### src/rtl/stopwatch_cmd_ctrl.sv
// Button front-end for the BCD stopwatch core: sync, debounce, latch presses, and
// issue one-hot command pulses by fixed priority with a holdoff gap; also paces the tick.
`timescale 1ns/1ps
module stopwatch_cmd_ctrl #(
    parameter int DEB_CYCLES = 4,
    parameter int HOLDOFF    = 2,
    parameter int TICK_DIV   = 60
) (
    input  logic       clk,
    input  logic       rst_n,
    input  logic       btn_start,
    input  logic       btn_lap,
    input  logic       btn_stop,
    input  logic       btn_clr,
    input  logic       btn_load,
    input  logic       tick_en,
    output logic       cmd_start,
    output logic       cmd_lap,
    output logic       cmd_stop,
    output logic       cmd_clr,
    output logic       cmd_load,
    output logic       tick,
    output logic [4:0] pend,
    output logic       busy
);
    localparam int DW = $clog2(DEB_CYCLES + 1);
    localparam int HW = (HOLDOFF < 1) ? 1 : $clog2(HOLDOFF + 1);
    localparam int TW = $clog2(TICK_DIV);

    typedef enum logic {S_IDLE, S_HOLD} state_t;

    // Bit order matches pend: index 0 (clr) is the highest priority.
    logic [4:0]         w_btn;
    logic [4:0]         r_sync1, r_sync2, r_deb, w_rise;
    logic [4:0][DW-1:0] r_deb_cnt;
    logic [4:0]         r_pend, r_cmd, w_grant, w_cmd_nxt;
    logic               w_issue;
    state_t             r_state, w_state_nxt;
    logic [HW-1:0]      r_hold_cnt;
    logic [TW-1:0]      r_tick_cnt;
    logic               r_tick;

    assign w_btn = {btn_load, btn_start, btn_lap, btn_stop, btn_clr};

    always_comb begin
        w_rise = '0;
        for (int i = 0; i < 5; i++)
            w_rise[i] = r_sync2[i] & ~r_deb[i] & (r_deb_cnt[i] == DW'(DEB_CYCLES - 1));
    end

    always_ff @(posedge clk or negedge rst_n) begin
        if (!rst_n) begin
            r_sync1   <= '0;
            r_sync2   <= '0;
            r_deb     <= '0;
            r_deb_cnt <= '0;
        end else begin
            r_sync1 <= w_btn;
            r_sync2 <= r_sync1;
            for (int i = 0; i < 5; i++) begin
                if (r_sync2[i] == r_deb[i]) begin
                    r_deb_cnt[i] <= '0;
                end else if (r_deb_cnt[i] == DW'(DEB_CYCLES - 1)) begin
                    r_deb[i]     <= r_sync2[i];
                    r_deb_cnt[i] <= '0;
                end else begin
                    r_deb_cnt[i] <= r_deb_cnt[i] + 1'b1;
                end
            end
        end
    end

    // Isolate the lowest set bit: that is the highest-priority request.
    assign w_grant = r_pend & (~r_pend + 5'd1);

    always_ff @(posedge clk or negedge rst_n) begin
        if (!rst_n) r_state <= S_IDLE;
        else        r_state <= w_state_nxt;
    end

    always_comb begin
        w_state_nxt = r_state;
        case (r_state)
            S_IDLE: if (r_pend != '0 && HOLDOFF != 0) w_state_nxt = S_HOLD;
            S_HOLD: if (r_hold_cnt <= HW'(1))         w_state_nxt = S_IDLE;
            default:                                   w_state_nxt = S_IDLE;
        endcase
    end

    always_comb begin
        w_issue   = (r_state == S_IDLE) && (r_pend != '0);
        w_cmd_nxt = w_issue ? w_grant : '0;
    end

    // New presses are OR-ed in after the grant clears, so a same-edge set wins.
    always_ff @(posedge clk or negedge rst_n) begin
        if (!rst_n) begin
            r_cmd      <= '0;
            r_pend     <= '0;
            r_hold_cnt <= '0;
        end else begin
            r_cmd  <= w_cmd_nxt;
            r_pend <= (r_pend & ~w_cmd_nxt) | w_rise;
            if (w_issue)
                r_hold_cnt <= HW'(HOLDOFF);
            else if (r_state == S_HOLD && r_hold_cnt != '0)
                r_hold_cnt <= r_hold_cnt - 1'b1;
        end
    end

    always_ff @(posedge clk or negedge rst_n) begin
        if (!rst_n) begin
            r_tick_cnt <= '0;
            r_tick     <= 1'b0;
        end else if (w_cmd_nxt[0]) begin
            r_tick_cnt <= '0;
            r_tick     <= 1'b0;
        end else if (tick_en) begin
            if (r_tick_cnt == TW'(TICK_DIV - 1)) begin
                r_tick_cnt <= '0;
                r_tick     <= 1'b1;
            end else begin
                r_tick_cnt <= r_tick_cnt + 1'b1;
                r_tick     <= 1'b0;
            end
        end else begin
            r_tick <= 1'b0;
        end
    end

    assign cmd_clr   = r_cmd[0];
    assign cmd_stop  = r_cmd[1];
    assign cmd_lap   = r_cmd[2];
    assign cmd_start = r_cmd[3];
    assign cmd_load  = r_cmd[4];
    assign tick      = r_tick;
    assign pend      = r_pend;
    assign busy      = (r_state != S_IDLE) || (r_pend != '0);
endmodule

### config.mk
export PLATFORM = sky130hd
export DESIGN_NAME = stopwatch_cmd_ctrl
export DESIGN_NICKNAME = d
export VERILOG_FILES = /design/src/rtl/stopwatch_cmd_ctrl.sv
export SDC_FILE = /design/constraint.sdc
export NUM_CORES = 1
export LEC_CHECK = 0
export CORE_MARGIN = 10
export CORE_UTILIZATION = 40
export CTS_BUF_LIST = sky130_fd_sc_hd__clkbuf_4 sky130_fd_sc_hd__clkbuf_8 sky130_fd_sc_hd__clkbuf_16
export DETAILED_ROUTE_END_ITERATION = 7
export GPL_TIMING_DRIVEN = 1
export SLEW_MARGIN = 10
export SYNTH_ARGS = -nofsm -noshare
export SYNTH_HDL_FRONTEND = slang
export SYNTH_SLANG_ARGS = --single-unit
### constraint.sdc
create_clock -name clk -period 2.41 [get_ports clk]
set_input_delay 0.241 -clock clk [delete_from_list [all_inputs] [get_ports clk]]
set_output_delay 0.241 -clock clk [all_outputs]
set_load 0.01 [all_outputs]
==> impl_metrics.toml, run 1 <==
[run_status]
status = "completed"

[job]
maxCapViolCount = 0

[clock_network]
cts.sinks = 50
cts-htree-levels = 2
clk_latency_ns = 0.30
cts_buffers = 5
root_buffer = "clkbuf_8"
clockBufferDepth = 2
cts_tree = "done"
path_clk_slew_ns = 0.09
postCtsSetupRepairBufs = 0

[finish]
final_common_cell = "dfrtp_1"
fin_nets = 204
fin_util_pct = 49.7
instances_no_fill = 251
drive_gt1_share_pct = 12.5
mostFrequentLayoutCells = "dfrtp_1 (50), clkdlybuf4s50_1 (17), nor2b_1 (13), ha_1 (13), nor3b_1 (10)"
layout-area-overhead-vs-synth_pct = 18.2
fillers = 422
antenna_cells = 0

[timing]
worstMarginPinSlew_ns = 0.415
fmax_mhz = 490
slew_viol_final = 0
period_share_pct = 84.6
skew_ns = 0.00379
period_needed_ns = 2.04
max_slew_margin_pct = 72.3
worst_slack_ns = 0.370
tns_ns = 0
grt_setup_unrepaired = "false"
hold_viol = 0
finalSetupViolations = 0

[pwr]
power_density_nw_per_um2 = 975
p_leak_nw = 1.12
vdd.ir_drop.worst_mv = 0.479

[critical_path]
crit_family = "simple AND/OR/NAND/NOR gates"
cpMaxStageDelayCell = "or4_4"
crit_path_start_kind = "flip-flop"
max_stage_delay_ns = 0.58
r2r_start = "r_tick_cnt[0]$_DFFE_PN0P_"
crit_buf_inv = 1
crit_path_end_kind = "output pin"
path_class = "reg -> out"
critPathRequiredTime_ns = 2.17
worstPathMaxFanout = 6
crit_path_start = "pend[1]$_DFF_PN0_"
cp_data_arrival_time_ns = 1.80
worstPathCellList = "or4_4 -> or3_1 -> dlymetal6s2s_1"

[global_routing]
grt_pass1_wl_microns = 5750
grt_use_total_pct = 8.40
antenna_found_initial = 0
grt_overflow = 0
grt_max_degree = 35
grt_pass1_vias = 1306

[yosys]
yosys_most_used_dff = "dfrtp_1"
yosysSeqAreaShare_pct = 62.2
ys_types = 34
postSynthCellCount = 158
synth-edff-count = 0
ys_warn_count = 0
synth.avg_cell_area_sq_um = 12.7
ys_ff_latch = 50
synth_nets = 179
synthesis.area_sq_um = 2010
synth-async-reset-ratio_pct = 100
synth.top_cell.area_share_pct = 62.2
synth_top_cell_by_area = "dfrtp_1"
synth.area.top_cells = "dfrtp_1 (62%), ha_1 (8.1%), nor2b_1 (4.0%)"

[routing]
vias = 1213
viasPerCell = 4.83
routed_wl_microns = 3180
drtPass1Iterations = 4
drc = 0
drt_iter0_drc = 48
ant_nets = 0
post_drt_wl_per_cell_microns = 12.7

[die]
start_util_pct = 42.0
die_area_sq_um = 8260
num_rows = 25
ios = 20
die_x_microns = 90.9
die_h_microns = 90.9
core_sq_um = 4790

[hold_path]
hold_start = "r_sync1[1]$_DFF_PN0_"
min_path_type = "reg -> reg"

[place]
dp_cells = 242
hpwl_microns = 2380
place_congestion = 0.710
portBuffers = 19
preCtsSetupSlack_ns = 0.369
sequential cells by signal, summed over array words and instances, names as in the netlist, 2 cells and up:
signal,cells
r_tick_cnt,6
r_deb,5
r_deb_cnt,15
r_cmd,5
pend,5
r_hold_cnt,2
r_sync2,5
r_sync1,5
per-layer routing:
layer	vias up	wire, microns	global-route usage [%]
met5	-	0	0
met4	0	58	3.26
met3	6	158	3.57
met2	24	1520	14.2
met1	586	1450	9.15
li1	597	-	-
per-stage QoR:
stage | hold WS [ns] | cell area [sq um] | total power, mW
final | 0.356 | 2380 | 2.32
after global routing | 0.355 | 2380 | 2.52
after CTS | 0.357 | 2370 | 2.36
after detailed placement | 0.176 | 2270 | 1.86
after global placement | 0.168 | 2270 | 1.81
after floorplan | -0.0546 | 2010 | 1.64
worst paths after layout:
check	cells after the start	slack, ns	end
min in group asynchronous	2	0.37	r_deb_cnt[5]$_DFF_PN0_
max in group asynchronous	3	1.29	r_deb_cnt[9]$_DFF_PN0_
max reg2reg	4	0.91	r_tick_cnt[2]$_DFFE_PN0P_
min reg2reg	0	0.36	r_sync2[1]$_DFF_PN0_
max	3	0.37	busy
min	0	0.36	r_sync2[1]$_DFF_PN0_
logic make-up (layout without fill, tap and decap cells):
group / after synthesis / after routing / synth area share (%)
compound gates: 19 / 19 / 6.41
fa+ha+maj: 13 / 13 / 8.09
buf+inv: 12 / 38 / 2.55
flops: 50 / 50 / 62.2
mux: 6 / 6 / 3.30
simple gates: 58 / 58 / 17.4
synth_stat cells (all sizes together) (2+ instances only):
master and instances:
buf 3, a21o 2, o21ai 6, nand3 3, a22o 3, nand2 8
nor2 5, nor3b 10, a21oi 4, inv 9, nor3 5, nand2b 2
or3b 2, or3 3, mux2 5, dfrtp 50, ha 13, nor2b 13
layout make-up:
class                           count  area [sq um]  share of cell area [%]
Sequential cell                    50          1250                    52.6
Timing Repair Buffer               21           205                    8.63
Multi-Input combinational cell     96           708                    29.8
Clock buffer                        6          82.6                    3.47
Clock inverter                      2          12.5                   0.526
Tap cell                           67          83.8                    3.53
Inverter                            9          33.8                    1.42
report_power, final:
group          internal [mW]  leakage [nW]  switching, mW  total, mW
combinational          0.339         0.427          0.291      0.630
sequential              1.04         0.642          0.153       1.19
clock                  0.231        0.0472          0.266      0.497
timing repair:
action,in CTS,in global routing
endpoints found under the setup margin,0,1
resized for setup,0,1
hold buffers,1,0
hold endpoints to repair,16,0
worst reg2reg max path, delay by kind of cell, from the launching register on:
family / cells / cell delay (ns)
AO/OA/AOI/OAI: 1 / 0.14
adder cells (fa/ha/maj): 1 / 0.25
flip-flops: 1 / 0.43
AND/OR/NAND/NOR: 2 / 0.62
(Power assumes the default switching activity.)
==> run 2, diff against run 1 <==
==> constraint.sdc (replaced) <==
create_clock -name clk -period 1.7 [get_ports clk]
set_input_delay 0.17 -clock clk [delete_from_list [all_inputs] [get_ports clk]]
set_output_delay 0.17 -clock clk [all_outputs]
set_load 0.01 [all_outputs]
==> run 2 against run 1 <==
  * The run now ends with negative setup slack left
  * Non-clock buffer count rose by 8
  * Final cell count rose by 3.2%
  * Count of clock-buffer cells in the layout rose by 1
  * Clock skew rose by 0.0037 ns
  * Utilization rose by 1.4 points
  * Critical endpoint unchanged
  * Combinational power rose by 56%
  * Hold slack got worse by 0.065 ns
  * First-iteration DRC count rose by 13%
  * Global-route usage rose by 0.64 points
  * Sequential power rose by 40%
  * Via count rose by 4.9%
==> impl_metrics.toml, run 2 (synthesized netlist as in run 1, its figures left out) <==
[run_status]
status = "finished, violations left"
violations = "negative setup slack"

[pwr]
power_density_nw_per_um2 = 1390
p_comb_share_pct = 28.9
p_sw_share_pct = 30.9
power.internal_mw = 2.34
vdd.ir_drop.worst_mv = 0.670
p_clk_share_pct = 21.7
switching_power_mw = 1.05
p_leak_nw = 1.16
p_seq_share_pct = 49.3

[finish]
top_regs = "r_deb_cnt: 15 flops, r_tick_cnt: 6 flops"
fin_util_pct = 51.1
instances_no_fill = 259
top_register = "r_deb_cnt"
drive_gt1_share_pct = 16.7
fillers = 444
antenna_cells = 0
largest_reg_flops = 15
layout-area-overhead-vs-synth_pct = 21.7
mostFrequentLayoutCells = "dfrtp_1 (50), clkdlybuf4s50_1 (17), nor2b_1 (13), ha_1 (13), nor3b_1 (10)"
final_common_cell = "dfrtp_1"
fin_nets = 212

[critical_path]
worstPathMaxFanout = 2
max_stage_delay_ns = 0.54
crit_path_start_kind = "flip-flop"
crit_family = "simple AND/OR/NAND/NOR gates"
crit_buf_inv = 1
cp_data_arrival_time_ns = 1.68
worstPathCellList = "or4_4 -> or3_1 -> buf_2"
critPathRequiredTime_ns = 1.53
path_class = "reg -> out"
cpMaxStageDelayCell = "or4_4"
crit_path_end_kind = "output pin"

[global_routing]
grt_use_total_pct = 9.04
grt_max_degree = 32
grt_pass1_vias = 1347
antenna_found_initial = 0
grt_overflow = 0
grt_pass1_wl_microns = 6060

[place]
hpwl_microns = 2620
dp_cells = 249
preCtsSetupSlack_ns = -0.189
place_congestion = 0.723
portBuffers = 19

[timing]
worst_slack_ns = -0.154
skew_ns = 0.00754
worstMarginPinSlew_ns = 0.470
hold_viol = 0
fmax_mhz = 539
period_share_pct = 109
period_needed_ns = 1.85
slew_viol_final = 0
grt_setup_unrepaired = "true"
finalSetupViolations = 1
max_slew_margin_pct = 68.6
fin_hold_ws_ns = 0.291

[die]
start_util_pct = 42.0
die_h_microns = 90.9
die_x_microns = 90.9
die_area_sq_um = 8260
ios = 20
num_rows = 25
core_sq_um = 4790

[clock_network]
root_buffer = "clkbuf_8"
clk_latency_ns = 0.30
clockBufferDepth = 2
cts_buffers = 5
cts-htree-levels = 2
path_clk_slew_ns = 0.09
cts.sinks = 50
cts_tree = "done"

[routing]
ant_nets = 0
post_drt_wl_per_cell_microns = 13.4
vias = 1273
drtPass1Iterations = 4
viasPerCell = 4.92
routed_wl_microns = 3480
drc = 0
drt_iter0_drc = 54

[job]
maxCapViolCount = 0

[hold_path]
min_path_type = "in -> reg"
run 2: cell count changes in the layout (fill, tap and decap cells not counted), sizes merged:
cell,delta
buf,+9
clkbuf,+1
clkinv,-1
clkinvlp,-1
dlymetal6s2s,-1
inv,+1
run 2: layer usage:
layer  up-vias  part of all wire [%]  GRT usage, %
met5         -                     0             0
met4         0                   2.0          4.57
met3         6                   5.7          3.66
met2        31                    52          15.3
met1       626                    41          9.56
li1        610                     -             -
run 2: per-stage QoR:
step                      power, mW  TNS (ns)  area [sq um]
final                          3.39    -0.154          2450
after global placement         2.61    -0.178          2330
after global routing           3.67    -0.221          2450
after floorplan                2.33         0          2010
after detailed placement       2.71    -0.189          2330
after CTS                      3.44    -0.167          2440
run 2: final timing paths:
check | cells past startpoint | slack [ns] | endpoint | start
setup / recovery | 3 | -0.15 | busy | pend[0]$_DFF_PN0_
hold / removal | 1 | 0.29 | r_sync1[1]$_DFF_PN0_ | btn_stop
setup reg to reg | 4 | 0.21 | r_deb[2]$_DFFE_PN0P_ | r_deb_cnt[6]$_DFF_PN0_
hold reg to reg | 0 | 0.35 | r_sync2[0]$_DFF_PN0_ | r_sync1[0]$_DFF_PN0_
max in group asynchronous | 3 | 0.83 | pend[0]$_DFF_PN0_ | rst_n
min in group asynchronous | 2 | 0.34 | r_deb_cnt[3]$_DFF_PN0_ | rst_n
run 2: final cells by class:
class | instances | area [sq um] | area share [%]
multi-input cells | 96 | 708 | 29.0
flip-flops and latches | 50 | 1250 | 51.2
clock buffers | 7 | 90.1 | 3.68
well taps | 67 | 83.8 | 3.43
inverters | 9 | 33.8 | 1.38
repair buffers | 29 | 270 | 11.0
clock inverters | 1 | 8.76 | 0.358
run 2: timing repair:
action,4_1_cts,5_1_grt
endpoints found under the hold margin,19,0
resized for setup,4,0
gates cloned,0,0
pin swaps,1,0
hold buffers,1,0
buffers inserted,0,1
setup endpoints to repair,1,1
run 2: worst register-to-register path: cells and delay by family, from the launching register on:
| kind | cells | cell delay [ns] |
|---|---|---|
| muxes | 1 | 0.35 |
| DFF | 1 | 0.38 |
| adders and majority gates | 1 | 0.17 |
| and+or+nand+nor | 2 | 0.49 |
run 2: power by group through the flow:
stage | Clock [mW] | Sequential (mW) | Combinational (mW)
2_1_floorplan | 0 | 1.65 | 0.677
6_report | 0.736 | 1.67 | 0.981
3_5_place_dp | 0 | 1.70 | 1.01
3_3_place_gp | 0 | 1.66 | 0.942
5_1_grt | 0.827 | 1.71 | 1.13
4_1_cts | 0.764 | 1.67 | 1.00
